<file path="src/rtl/seq_pipe_reg_dffre_param.sv">
// -----------------------------------------------------------------------------
// seq_pipe_reg_dffre_param
//
// Purpose:
//   Stallable delay line of DEPTH stages, each stage holding WIDTH data bits
//   plus a valid bit. A global enable advances the whole pipe (lock-step mode).
//   With COLLAPSE=1, empty stages keep filling while the output is stalled,
//   so bubbles are squeezed out and the pipe pre-fills toward the output.
//   A synchronous flush and the synchronous active-low reset empty every stage
//   and load RESET_VALUE into all data registers.
//
// Parameters:
//   WIDTH       data bits per stage (>=1)
//   DEPTH       number of stages (>=1)
//   RESET_VALUE data value loaded into every stage on reset/flush
//   COLLAPSE    0 = lock-step shift on en, 1 = invalid stages absorb bubbles
//
// Ports:
//   clk      in   clock, all state updates on the rising edge
//   reset    in   synchronous reset, active-low
//   en       in   advance / output-consume enable
//   clear    in   synchronous flush, active-high
//   in_val   in   valid bit accompanying d
//   d        in   input data
//   in_rdy   out  stage 0 loads this cycle (combinational)
//   out_val  out  valid bit of the last stage
//   q        out  data of the last stage
//   occ      out  number of valid stages
// -----------------------------------------------------------------------------
module seq_pipe_reg_dffre_param #(
    parameter int               WIDTH       = 8,
    parameter int               DEPTH       = 4,
    parameter logic [WIDTH-1:0] RESET_VALUE = {WIDTH{1'b0}},
    parameter bit               COLLAPSE    = 1'b0
) (
    input  logic                         clk,
    input  logic                         reset,
    input  logic                         en,
    input  logic                         clear,
    input  logic                         in_val,
    input  logic [WIDTH-1:0]             d,
    output logic                         in_rdy,
    output logic                         out_val,
    output logic [WIDTH-1:0]             q,
    output logic [$clog2(DEPTH+1)-1:0]   occ
);

    localparam int OCC_W = $clog2(DEPTH + 1);

    // Number of set bits in a valid vector; sized so that DEPTH itself fits.
    function automatic logic [OCC_W-1:0] popcount(input logic [DEPTH-1:0] vec);
        logic [OCC_W-1:0] cnt;
        cnt = {OCC_W{1'b0}};
        for (int i = 0; i < DEPTH; i++) begin
            cnt = cnt + OCC_W'(vec[i]);
        end
        return cnt;
    endfunction

    logic [DEPTH-1:0] v_q;
    logic [DEPTH-1:0] v_d;
    logic [WIDTH-1:0] data_q [DEPTH];
    logic [WIDTH-1:0] data_d [DEPTH];
    logic [OCC_W-1:0] occ_q;
    logic [DEPTH-1:0] ld_s;

    // Per-stage load enables. In collapse mode a stage may load when it is
    // empty or when the stage after it is loading; the chain is built from the
    // output end backwards with a scalar carry to keep it a simple ripple.
    always_comb begin
        logic carry;
        ld_s  = {DEPTH{1'b0}};
        carry = 1'b0;
        if (COLLAPSE) begin
            carry           = en | ~v_q[DEPTH-1];
            ld_s[DEPTH-1]   = carry;
            for (int i = DEPTH - 2; i >= 0; i--) begin
                carry   = ~v_q[i] | carry;
                ld_s[i] = carry;
            end
        end else begin
            ld_s = {DEPTH{en}};
        end
    end

    // Next-state shift: a loading stage takes its predecessor (or the input
    // for stage 0); a non-loading stage holds. Data of invalid entries is
    // still moved so q stays deterministic.
    always_comb begin
        v_d    = v_q;
        data_d = data_q;
        if (ld_s[0]) begin
            v_d[0]    = in_val;
            data_d[0] = d;
        end else begin
            v_d[0]    = v_q[0];
            data_d[0] = data_q[0];
        end
        for (int i = 1; i < DEPTH; i++) begin
            if (ld_s[i]) begin
                v_d[i]    = v_q[i-1];
                data_d[i] = data_q[i-1];
            end else begin
                v_d[i]    = v_q[i];
                data_d[i] = data_q[i];
            end
        end
    end

    // Stage registers and occupancy; reset and flush both empty the pipe and
    // discard whatever is presented on the input that cycle.
    always_ff @(posedge clk) begin
        if (!reset || clear) begin
            v_q   <= {DEPTH{1'b0}};
            occ_q <= {OCC_W{1'b0}};
            for (int i = 0; i < DEPTH; i++) begin
                data_q[i] <= RESET_VALUE;
            end
        end else begin
            v_q   <= v_d;
            occ_q <= popcount(v_d);
            for (int i = 0; i < DEPTH; i++) begin
                data_q[i] <= data_d[i];
            end
        end
    end

    assign in_rdy  = ld_s[0];
    assign out_val = v_q[DEPTH-1];
    assign q       = data_q[DEPTH-1];
    assign occ     = occ_q;

endmodule

</file>
<file path="config.mk">
export PLATFORM = sky130hd
export DESIGN_NAME = seq_pipe_reg_dffre_param
export DESIGN_NICKNAME = d
export VERILOG_FILES = /design/src/rtl/seq_pipe_reg_dffre_param.sv
export SDC_FILE = /design/constraint.sdc
export NUM_CORES = 1
export LEC_CHECK = 0
export CORE_UTILIZATION = 55
export CTS_CLUSTER_DIAMETER = 50
export CTS_CLUSTER_SIZE = 12
export DETAILED_ROUTE_END_ITERATION = 8
export PLACE_DENSITY = 0.81
export REMOVE_ABC_BUFFERS = 1
export SYNTH_ARGS = -nofsm -noshare
export SYNTH_HDL_FRONTEND = slang
export SYNTH_SLANG_ARGS = --single-unit
</file>
<file path="constraint.sdc">
create_clock -name clk -period 6.05 [get_ports clk]
set_clock_uncertainty 0.1 [all_clocks]
set_input_delay 1.21 -clock clk [delete_from_list [all_inputs] [get_ports clk]]
set_output_delay 1.21 -clock clk [all_outputs]
set_load 0.03 [all_outputs]
</file>
==> impl_results.md <==
* Critical path startpoint category: input port
* Switching Share at 0.197
* Fillers at 215
* GR Layer Usage met2 at 0.284
* Clock-pin slew on the worst setup and hold paths at 0.11 ns
* Lkg Pwr at 0.760 nW
* Die ar. at 0.00306 sq mm
* Final Hold Fails at 0
* Fin crit share at 0.637
* Mean post-synth cell area at 11.3 sq um
* Pin slew with the least headroom to its limit at 0.594 ns
* Critical path peak fanout at 37
* Post-Layout Cell Count at 185
* Number of diodes at 0
* Clock power frac at 0.418
* Busiest metal layer after global routing: met2
* Syn Std Cell Area at 0.00157 sq mm
* Final min period at 3.86 ns
* Pwr per Cell Area at 279 mW/mm^2
* # hold bufs at CTS at 0
* RR Startpoint: v_q[0]
* Clk_lat worst skew at 0.35 ns
* Ranking of synthesized cells by area: dfxtp_1 (50%), mux2i_1 (20%), nor2_1 (8.4%)
* Post-synth EDFFs at 0
* Post-synthesis async set-or-reset flop share at 0
* Cells after Synth at 138
* Ys Warns at 0
* Crit path max-delay family: buffers and inverters
* Psw at 0.0000996 W
* GRT Util Overall at 0.173
* Ports at 26
* Finished Core Util at 0.699
* Leading cell type by number of instances after synthesis: dfxtp_1
* Drt drc at 0
* Crit-path cells: buf_2 -> buf_4 -> clkdlybuf4s50_1
* Worst Reg-to-Reg Cells at 6
* Post-CTS Setup Repair Bufs at 0
* Die H at 55.3 microns
* Initial antenna violation count at 0
* Sequential power share at 0.516
* TritonRoute pass-1 iters at 4
* FF+latch area at 781 sq um
* Worst-case clock buffer depth at 2
* Worst path required time at 4.74 ns
* CP Class: input port to primary output
* Via/cell ratio at 5.08
* Status: complete, no violations
* Crit end category: primary output
* Met3 Use GR at 0.0726
* Effective utilization at floorplan at 0.604
* First-pass GRT wire length at 3990 microns
* Dpl hpwl at 1640 microns
* Synth-to-Final Area Change at 15.6%
* GR Overflow Total at 0
* Logic pwr share at 0.066
* Most instantiated cells after synthesis: dfxtp_1 (39), nor2_1 (35), mux2i_1 (32)
* WL/cell at 13.0 microns
* CTS tree: done
* Critical R2R Capture: occ[1]
* PortBufs at 25
* Post-synth top area share at 0.499
* Via Count at 940
* Post-synth top area cell: dfxtp_1
* Slew margin rel. at 0.604
* Reg2reg setup slack at 4.22 ns
* Peak supply drop at 229 uV
* Critical path's slowest cell: clkdlybuf4s50_1
* Placed cell count at 177
* Post_cts resized at 0
* Post-Route WL at 2400 microns
* GPL Wtd Cong at 0.676
* Met1 GRT Util at 0.186
* Sequential area share after synthesis at 0.499
* Core area at 0.00259 sq mm
* Final #Nets at 170
* H-tree levels at 2
* Die W at 55.3 microns
* Clock sinks at 39
* CP arrival at 2.55 ns
* Starting DRT DRC Count at 3
* Hold Crit Start: data_q[26]
* #FFs+latches synth at 39
* Share of layout cells above drive strength 1 at 0.116
* Post-synth cell types at 14
* Total power at 0.000506 W
* Top FF cell, synth: dfxtp_1
* Min-Delay Endpoint: data_q[26]
* CP peak stage delay at 0.78 ns
* Hold depth at 2
* Worst Path Buf+Inv at 3
* Clk root buf: clkbuf_4
* Multi-input gate area at 626 sq um
* Max-cap viol count at 0
* CTS buffer count at 5
* Design area at 0.00181 sq mm
* Pint at 0.000406 W
* Hold Path Class: flop to flop
* Largest net degree at the start of global routing at 40
* Final setup fails at 0
* FMAX at 259 MHz
* Area after DPL at 0.00171 sq mm
* Vias in the first global route at 929
* Fin Setup TNS at 0 ns
* Site row count at 18
* RSZ-0062 raised after global routing: no
* Fin. max-slew vios at 0
* Remaining antenna violation count at 0
## worst min-delay path, stage by stage, from the launching register on
cell and delay, ns:
dfxtp_1 0.34, mux2i_1 0.06, nor2_1 0.07
## metrics by stage
stage / setup slack, ns / hold WS (ns)
2_1_floorplan: 3.33 / 0.360
3_5_place_dp: 2.18 / 0.382
4_1_cts: 2.17 / 0.414
3_3_place_gp: 2.19 / 0.371
6_report: 2.19 / 0.406
5_1_grt: 2.13 / 0.441
## power by group through the flow
stage	combinational [W]	sequential (W)	clock [W]
after floorplan	0.0000152	0.000267	0
after global placement	0.0000327	0.000267	0
after detailed placement	0.0000340	0.000267	0
after CTS	0.0000340	0.000261	0.000214
after global routing	0.0000363	0.000261	0.000227
final	0.0000335	0.000261	0.000211
## cells by family (layout without fill, tap and decap cells)
group / after synthesis / count (layout) / share of synthesized area
and+or+nand+nor: 40 / 40 / 0.128
muxes: 36 / 36 / 0.243
buffers and inverters: 20 / 37 / 0.102
DFF: 39 / 39 / 0.499
adders and majority gates: 3 / 3 / 0.0288
## layout make-up
cell class | count | share of cell area
inverter | 3 | 0.00622
clock buffer | 6 | 0.0228
multi-input combinational | 79 | 0.346
sequential | 39 | 0.432
clock inverter | 2 | 0.0332
tap | 30 | 0.0207
timing repair buffer | 26 | 0.140
## how the worst max path moves through the flow
stage / from / to / slack [ns] / depth (start not counted)
after floorplan: en / occ[1] / 3.33 / 6
after global placement: en / in_rdy / 2.19 / 3
after detailed placement: en / in_rdy / 2.18 / 3
after CTS: en / in_rdy / 2.17 / 3
after global routing: en / in_rdy / 2.13 / 3
final: en / in_rdy / 2.19 / 3
## sequential cells by signal (all words and copies together) (netlist names)
| name | cells |
|---|---|
| q | 8 |
| v_q | 4 |
| data_q | 24 |
| occ | 3 |
## placed cells by master (no fill, tap or decap), drive strengths merged
cell type	synthesis	layout
mux2i	32	32
fa	1	1
nor2	35	35
bufinv	0	2
inv	3	3
dfxtp	39	39
ha	2	2
nor2b	4	4
nand2b	1	1
buf	15	2
clkbuf	2	6
clkdlybuf4s50	0	24
mux2	4	4
## metal layers
metal	up-vias	part of all wire	wire length, microns
met1	445	0.41	989
met4	0	0.022	53
met5	-	0	0
met2	23	0.51	1230
li1	466	-	-
met3	6	0.053	126
Power figures use the tool's default switching activity.
